File: src/rtl/pc_fetch_reg.sv
// pc_fetch_reg: program-counter register with fetch handshake, misalignment trap and saturating fetch count
module pc_fetch_reg #(
  parameter int unsigned WIDTH    = 32,
  parameter logic [WIDTH-1:0] RESET_PC = '0,
  parameter int unsigned STEP     = 4,
  parameter int unsigned CNT_W    = 16
) (
  input  logic             clk,
  input  logic             rst,
  input  logic [WIDTH-1:0] next_pc_in,
  input  logic             redirect,
  input  logic             stall,
  input  logic             fetch_ready,
  output logic [WIDTH-1:0] pc,
  output logic [WIDTH-1:0] pc_plus_step,
  output logic             fetch_valid,
  output logic             misalign_err,
  output logic [WIDTH-1:0] trap_addr,
  output logic [CNT_W-1:0] fetch_count
);
  typedef enum logic [1:0] {BOOT, FETCH, TRAP} state_t;
  localparam logic [WIDTH-1:0] ALIGN_MASK = WIDTH'(STEP - 1);
  state_t state_q, state_d;
  logic [WIDTH-1:0] pc_q, pc_d, trap_q, trap_d;
  logic [CNT_W-1:0] cnt_q, cnt_d;
  logic accept, take, mis;
  assign accept = (state_q == FETCH) & fetch_ready & ~stall;
  assign take   = (state_q == FETCH) & (redirect | accept);
  assign mis    = |(next_pc_in & ALIGN_MASK);
  // state register
  always_ff @(posedge clk)
    state_q <= rst ? BOOT : state_d;
  // next state: boot lasts one cycle, any misaligned target taken in FETCH traps until reset
  always_comb
    state_d = state_q == BOOT ? FETCH :
              state_q == FETCH ? ((take & mis) ? TRAP : FETCH) : TRAP;
  // datapath next values: count any accepted request even if it is redirected or traps
  always_comb begin
    pc_d   = (take & ~mis) ? next_pc_in : pc_q;
    trap_d = (take & mis) ? next_pc_in : trap_q;
    cnt_d  = (accept & ~&cnt_q) ? cnt_q + CNT_W'(1) : cnt_q;
  end
  // datapath registers
  always_ff @(posedge clk) begin
    if (rst) begin
      pc_q   <= RESET_PC;
      trap_q <= '0;
      cnt_q  <= '0;
    end else begin
      pc_q   <= pc_d;
      trap_q <= trap_d;
      cnt_q  <= cnt_d;
    end
  end
  // outputs decode from state only, so fetch_ready never reaches fetch_valid combinationally
  always_comb begin
    fetch_valid  = state_q == FETCH;
    misalign_err = state_q == TRAP;
    pc           = pc_q;
    pc_plus_step = pc_q + WIDTH'(STEP);
    trap_addr    = trap_q;
    fetch_count  = cnt_q;
  end
endmodule

File: config.mk
export PLATFORM = sky130hd
export DESIGN_NAME = pc_fetch_reg
export DESIGN_NICKNAME = d
export VERILOG_FILES = /design/src/rtl/pc_fetch_reg.sv
export SDC_FILE = /design/constraint.sdc
export NUM_CORES = 1
export LEC_CHECK = 0
export BUFFER_PORTS_ARGS = -buffer_cell sky130_fd_sc_hd__buf_2
export CAP_MARGIN = 30
export CELL_PAD_IN_SITES_DETAIL_PLACEMENT = 1
export CELL_PAD_IN_SITES_GLOBAL_PLACEMENT = 2
export CORE_ASPECT_RATIO = 0.6
export CORE_MARGIN = 1.5
export CORE_UTILIZATION = 27
export CTS_CLUSTER_DIAMETER = 80
export DETAILED_ROUTE_END_ITERATION = 16
export GPL_ROUTABILITY_DRIVEN = 0
export PLACE_DENSITY = 0.9
export RECOVER_POWER = 50
export SLEW_MARGIN = 20
export SYNTH_ARGS = -nofsm -noshare
export SYNTH_HDL_FRONTEND = slang
export SYNTH_SLANG_ARGS = --single-unit
File: constraint.sdc
create_clock -name clk -period 2.37 [get_ports clk]
set_clock_uncertainty 0.1 [all_clocks]
set_input_delay 0.474 -clock clk [delete_from_list [all_inputs] [get_ports clk]]
set_output_delay 0.474 -clock clk [all_outputs]
set_load 0.005 [all_outputs]
# Word level (Yosys, flattened, before mapping)
# Cells that the tools add are included.
# totals
ff_bits	82
latchBits	0
ram_bits	0
romBits	0
word_cells	26
mem_count	0
# classes
n_addsub	2
mul	0
div	0
n_lt_le_gt_ge	0
eq_ne	2
shift	0
mux	3
bitwise_logic	9
reduce_logical	5
# ops
operator	n
$add A32 B3 Y32 const B	1
$add A16 B1 Y16 const B	1
$reduce_and A16 Y1	1
$and A1 B1 Y1	6
$mux W2	2
$reduce_or A2 Y1	2
$eq A2 B1 Y1 const B	1
$eq A2 B2 Y1 const B	1
$logic_not A2 Y1	1
$not A1 Y1	2
$logic_not A1 Y1	1
$mux W1	1
$or A1 B1 Y1	1

# Depth between registers and ports, before layout
# Gate-level depths: netlist of the first run.
# depth
word_depth	9
depth_mapped	6
depth_no_buf	5

# Worst setup path before layout of the first run
# OpenSTA, ideal clock, no wires.
# synth_path
path_kind	register -> output
from	register pc_q[8] (netlist: pc[8])
to	output pc_plus_step[31]
t_arrival_ns	1.698
path_slack_ns	0.098
stages_incl_launch_ff	6
path_cell_list	dfxtp_1 nand4_1 or4_1 buf_2 nor4_4 xor2_1
# synth_via
elab_chain_len	1
# synth_lines
element	line	text
start: declaration	24	logic [WIDTH-1:0] pc_q, pc_d, trap_q, trap_d;
start signal: assignment	50	pc_q <= pc_d;
$add A32 B3 Y32	60	pc_plus_step = pc_q + WIDTH'(STEP);
end: declaration	15	output logic [WIDTH-1:0] pc_plus_step,
# Every way passes these cells.

# Worst setup path after layout of the first run
# layout_path
from	register pc_q[10] (netlist: pc[10])
to	output pc_plus_step[17]
# Same word-level chain as after synthesis.

==> flow_summary.json, run 1 <==
{
  "status": "complete, but fails checks",
  "violations": "setup timing",
  "cellInternalPower_mw": 2.417,
  "cp_data_required_time_ns": 1.80,
  "avgViaCountPerCell": 4.823,
  "crit_arrival_ns": 2.08,
  "grt_setup_unrepaired": "true",
  "worstSetupPathType": "flop to primary output",
  "rr_startpoint": "fetch_count[4]$_SDFFE_PP0P_",
  "rr_worst_depth": 5,
  "firstDrtPassIters": 4,
  "grt_overflow": 0,
  "wirelength_mm": 13.58,
  "r2r_slack_ns": 0.18,
  "syn_inst": 444,
  "synth_top_area_frac": 0.4375,
  "dp_hpwl_mm": 10.06,
  "max_cap_violations": 0,
  "wl_per_cell_um": 16.91,
  "finalSetupViolations": 18,
  "cts_tree": "yes",
  "power_switching_mw": 0.8130,
  "ys_warn_count": 0,
  "synth_nets": 483,
  "synth.distinct_cells": 42,
  "hp-class": "input pin to flop",
  "final_cells": 803,
  "placed_cells": 782,
  "timing.final.hold_violations": 0,
  "pwr-share-comb": 0.101,
  "synth_area_per_cell_um2": 8.451,
  "area_delta_synth_final_pct": 47.32,
  "clock-sinks": 82,
  "yosys-top-cells-area": "dfxtp_1, nand2_1, mux2i_1",
  "grt_usage": 0.1849,
  "synth_area_um2": 3752,
  "cts.reportedPaths.clkPinSlew_ns": 0.07,
  "antenna_cells": 0,
  "min_path_cells": 3,
  "ys_async_sr_fraction": 0,
  "reg2reg_to": "fetch_count[15]$_SDFFE_PP0P_",
  "power.leakage_nw": 2.692,
  "clk_latency_ns": 0.33,
  "die-width_um": 155.2,
  "whs_ns": 0.2810,
  "p_sw_frac": 0.2517,
  "finalMaxSlewViolations": 0,
  "num_rows": 33,
  "root_buffer": "clkbuf_16",
  "synth_top_area_cell": "dfxtp_1",
  "ys_seq_area_frac": 0.4375,
  "cts_buffer_depth": 2,
  "dieArea_um2": 14640,
  "drt-initial-drc-count": 126,
  "clock.fmax_ghz": 0.3772,
  "core_um2": 13630,
  "grt_pass1_wl_mm": 21.00,
  "min_period_ns": 2.651,
  "relSlewSlack": 0.5293,
  "worst_slack_ns": -0.2815,
  "ys_ff_latch": 82,
  "grt_pass1_vias": 3841,
  "postSynth.topFlopCell": "dfxtp_1",
  "drive_above_1_share": 0.3535,
  "pwr-share-seq": 0.452,
  "min_to": "trap_addr[26]$_SDFFE_PP0P_",
  "p_clk_frac": 0.447,
  "peakVddDrop_mv": 0.2896,
  "antenna_found_initial": 0,
  "hold_path_startpoint": "next_pc_in[26]",
  "worstSetupEndpointType": "primary output",
  "post-route-period-util": 1.119,
  "power_density_nw_per_um2": 584.3,
  "ant_nets": 0,
  "die_height_um": 94.32,
  "portBuffers": 150,
  "worstMarginPinSlew_ns": 0.7060,
  "io_pins": 151,
  "grt_max_degree": 35,
  "cts_buffers": 9,
  "nNetsFinal": 662,
  "tns_ns": -3.776,
  "cp_max_fo": 7,
  "vias": 3873,
  "synth_edf_count": 0,
  "start_util": 0.2754,
  "h-tree-depth": 3,
  "drc": 0,
  "start_kind": "flop"
}
## repair_timing
item                       4_1_cts  5_1_grt
gates resized for setup         41       21
buffers inserted                 5        1
pin swaps                       19       12
gates cloned                     0        0
hold buffers                     0        0
setup endpoints to repair       18       20
hold endpoints to repair         0        0
## critical path, stage by stage (launching register included)
cell and delay [ns]:
dfxtp_1 0.34, nand4_1 0.15, or4_4 0.59, buf_12 0.17
buf_8 0.13, nor2_4 0.07, xor2_1 0.15, buf_2 0.14
## registers in the layout (all words and copies together) (netlist names)
signal and flops:
state_q 2, trap_addr 32, fetch_count 16, pc 32
## synthesized netlist by cell type, types with 2 or more instances
library cell	count
nand3_1	13
mux2i_1	30
nor2_1	44
nor3_1	9
xnor2_1	10
o211ai_1	3
a21oi_1	43
inv_1	9
nor4_1	7
or2_2	2
or3_1	6
dfxtp_1	82
o31ai_1	4
nor2b_1	4
nand2_1	83
and4_1	4
buf_2	4
and3_1	3
or4_1	7
ha_1	2
nor4_2	2
xor2_1	18
buf_4	2
nor3b_1	2
nand4_1	7
mux2_2	3
clkbuf_1	19
o21ai_0	8
## metal layers
metal  vias up  global-route usage  routed length, um
met3         9             0.05443                815
li1       1893                   -                  -
met2       117              0.2777               5739
met1      1854              0.2641               6950
met5         -                   0                  0
met4         0             0.03175                 70
## kinds of logic after synthesis
logic type | Yosys count | share of synthesized area
mux | 33 | 0.08903
xor+xnor | 28 | 0.06535
compound gates | 63 | 0.09470
fa+ha+maj | 2 | 0.006668
flops | 82 | 0.4375
buf+inv | 35 | 0.03868
simple gates | 201 | 0.2681
## worst max path at each step
stage | startpoint | slack, ns | endpoint | depth (start not counted)
floorplan | pc[8]$_SDFFE_PP0P_ | 0.1 | pc_plus_step[31] | 5
global placement | pc[2]$_SDFFE_PP0P_ | -0.04 | pc_plus_step[30] | 7
detailed placement | pc[2]$_SDFFE_PP0P_ | -0.09 | pc_plus_step[24] | 7
CTS | pc[8]$_SDFFE_PP0P_ | -0.28 | pc_plus_step[29] | 6
global route | pc[10]$_SDFFE_PP0P_ | -0.38 | pc_plus_step[30] | 6
finish | pc[10]$_SDFFE_PP0P_ | -0.28 | pc_plus_step[17] | 7
## power groups by stage
stage          Clock, mW  Sequential, mW  Combinational (mW)
2_1_floorplan          0            1.50               0.142
3_3_place_gp           0            1.49               0.326
3_5_place_dp           0            1.49               0.333
4_1_cts             1.47            1.46               0.338
5_1_grt             1.54            1.47               0.363
6_report            1.44            1.46               0.326
## per-stage QoR
| stage | cell area [um^2] | setup WS, ns | utilization | total power [mW] |
|---|---|---|---|---|
| floorplan | 3752 | 0.09819 | - | 1.637 |
| global placement | 4959 | -0.04268 | 0.3639 | 1.814 |
| detailed placement | 4959 | -0.08678 | 0.3639 | 1.825 |
| CTS | 5477 | -0.2790 | 0.4019 | 3.270 |
| global route | 5528 | -0.3829 | 0.4057 | 3.368 |
| finish | 5528 | -0.2815 | 0.4057 | 3.230 |
## area by class of cell
| cell class | count | area [um^2] |
|---|---|---|
| tap | 175 | 219.0 |
| inverter | 9 | 33.78 |
| multi-input combinational | 327 | 2216 |
| clock buffer | 11 | 242.7 |
| fill | 1684 | 8098 |
| clock inverter | 5 | 62.56 |
| sequential | 82 | 1653 |
| timing repair buffer | 194 | 1101 |
## layout by cell type, fill, tap and decap left out, types with 3 or more instances in the layout
cell type	netlist	layout
nand2_1	83	80
o211ai_1	3	3
nor4_4	1	3
clkbuf_16	0	9
nor2b_1	4	4
mux2i_1	30	30
or3_1	6	6
nand3_1	13	11
buf_12	0	4
dfxtp_2	0	6
buf_4	2	34
mux2_2	3	3
nand4_1	7	7
buf_2	4	114
nor2_4	0	3
and3_1	3	3
or4_4	1	3
nor2_1	44	40
o31ai_1	4	4
xnor2_2	0	4
xnor2_1	10	6
nor4_1	7	3
or4_1	7	5
dfxtp_1	82	75
and4_1	4	3
o21ai_0	8	8
a21oi_1	43	43
inv_1	9	9
nor4_2	2	4
clkbuf_1	19	39
nor3_4	0	7
xor2_1	18	18
(Power assumes the default switching activity.)
==> run 2, diff against run 1 <==
==> constraint.sdc (replaced) <==
create_clock -name clk -period 2.37 [get_ports clk]
set_clock_uncertainty 0.1 [all_clocks]
set_input_delay 0.474 -clock clk [delete_from_list [all_inputs] [get_ports clk]]
set_output_delay 0.474 -clock clk [all_outputs]
set_load 0.01 [all_outputs]
==> flow_summary.json, run 2 (synthesis results as in run 1) <==
{
  "status": "complete, but fails checks",
  "root_buffer": "clkbuf_16",
  "avgViaCountPerCell": 4.847,
  "met3_usage": 0.04151,
  "worstMarginPinSlew_ns": 0.5510,
  "h-tree-depth": 3,
  "rr_startpoint": "fetch_count[4]$_SDFFE_PP0P_",
  "nNetsFinal": 664,
  "core_um2": 13630,
  "num_rows": 33,
  "peakVddDrop_mv": 0.2954,
  "grt_overflow": 0,
  "post-route-period-util": 1.116,
  "r2r_slack_ns": 0.07,
  "grt-busiest-layer": "met2",
  "drt-initial-drc-count": 146,
  "ant_nets": 0,
  "drc": 0,
  "clock.fmax_ghz": 0.3780,
  "slowest_delay_ns": 0.60,
  "start_util": 0.2754,
  "crit_arrival_ns": 2.07,
  "worstSetupPathType": "flop to primary output",
  "finalMaxSlewViolations": 0,
  "power_density_nw_per_um2": 569.7,
  "cts.reportedPaths.clkPinSlew_ns": 0.06,
  "portBuffers": 150,
  "use_met2": 0.3023,
  "whs_ns": 0.2968,
  "power.leakage_nw": 2.563,
  "grt_pass1_wl_mm": 20.69,
  "die-width_um": 155.2,
  "cp_data_required_time_ns": 1.80,
  "use_met1": 0.2372,
  "vias": 3897,
  "area_delta_synth_final_pct": 44.58,
  "reg2reg_to": "fetch_count[15]$_SDFFE_PP0P_",
  "wl_per_cell_um": 16.29,
  "placed_cells": 784,
  "final_cells": 804,
  "clock-sinks": 82,
  "worstSetupEndpointType": "primary output",
  "crit_path_cell_trace": "nand4_1 -> or4_4 -> buf_4 -> nor4_4 -> xor2_1 -> buf_2",
  "crit_slowest_cell": "or4_4",
  "dp_hpwl_mm": 9.846,
  "stdcell_area_um2": 5425,
  "start_kind": "flop",
  "min_period_ns": 2.645,
  "worstSetupEndpoint": "pc_plus_step[28]",
  "cts_buffer_depth": 2,
  "die_height_um": 94.32,
  "io_pins": 151,
  "dpl_cell_area_um2": 4952,
  "grt_usage": 0.1804,
  "finalSetupViolations": 17,
  "drive_above_1_share": 0.2989,
  "cp-startpoint": "pc[11]$_SDFFE_PP0P_",
  "clk_latency_ns": 0.33,
  "relSlewSlack": 0.6327,
  "antenna_found_initial": 0,
  "cts_tree": "yes",
  "dieArea_um2": 14640,
  "violations": "setup timing",
  "cp_max_fo": 3,
  "antenna_cells": 0,
  "max_cap_violations": 0,
  "hp-class": "input pin to flop",
  "rr_worst_depth": 5,
  "layout_commonest_cell": "buf_2",
  "timing.final.hold_violations": 0,
  "cts_buffers": 9,
  "grt_setup_unrepaired": "true",
  "grt_pass1_vias": 4069,
  "layout_common_cells": "buf_2, nand2_1, dfxtp_1",
  "firstDrtPassIters": 4,
  "worst_slack_ns": -0.2752,
  "wirelength_mm": 13.09,
  "grt_max_degree": 39
}
-- run 2: layer usage --
metal / up-vias / share of wire / routed length (um)
li1: 1893 / - / -
met1: 1893 / 0.48 / 6328
met2: 98 / 0.46 / 6050
met3: 13 / 0.045 / 594
met4: 0 / 0.0092 / 120
met5: - / 0 / 0
-- run 2: area by class of cell --
cell class | count | area [um^2]
Fill cell | 1681 | 8200
Multi-Input combinational cell | 327 | 2205
Sequential cell | 82 | 1657
Timing Repair Buffer | 196 | 1040
Clock buffer | 12 | 256.5
Tap cell | 175 | 219.0
Inverter | 9 | 33.78
Clock inverter | 3 | 15.01
-- run 2: critical path: cells and delay by family (launching register included) --
kind                   cells  cell delay (ns)
XOR/XNOR                   1             0.17
buffers and inverters      2             0.32
flip-flops                 1             0.33
AND/OR/NAND/NOR            3             0.92
-- run 2: through the flow --
stage               power [mW]  utilization  worst slack (ns)  TNS (ns)
finish                   3.091       0.3982           -0.2752    -3.433
global route             3.236       0.3982           -0.3964    -5.401
CTS                      3.153       0.4030           -0.3167    -4.191
detailed placement       1.838       0.3635           -0.1053   -0.3833
global placement         1.825       0.3635          -0.07943  -0.09680
floorplan                1.660            -          0.004591         0
-- run 2: worst min-delay path by stage --
| stage | start | to | slack, ns | cells after the start |
|---|---|---|---|---|
| after floorplan | state_q[1]$_SDFF_PP0_ | state_q[0]$_SDFF_PP0_ | 0.37 | 1 |
| after global routing | next_pc_in[12] | trap_addr[12]$_SDFFE_PP0P_ | 0.29 | 3 |
| after detailed placement | trap_addr[12]$_SDFFE_PP0P_ | trap_addr[12]$_SDFFE_PP0P_ | 0.35 | 2 |
| after CTS | next_pc_in[2] | trap_addr[2]$_SDFFE_PP0P_ | 0.29 | 3 |
| final | next_pc_in[2] | trap_addr[2]$_SDFFE_PP0P_ | 0.30 | 3 |
| after global placement | trap_addr[31]$_SDFFE_PP0P_ | trap_addr[31]$_SDFFE_PP0P_ | 0.34 | 2 |
-- run 2: report_power, final --
group	leakage (nW)	internal, mW	total (mW)	switching [mW]
clock	0.138	0.756	1.29	0.537
combinational	1.76	0.130	0.337	0.206
sequential	0.669	1.43	1.46	0.0347
total	2.56	2.31	3.09	0.779
-- run 2: repair_timing --
action,in CTS,in global routing
gates resized for setup,50,6
setup endpoints to repair,18,19
pin swaps,20,8
buffers inserted,5,0
hold buffers,0,0
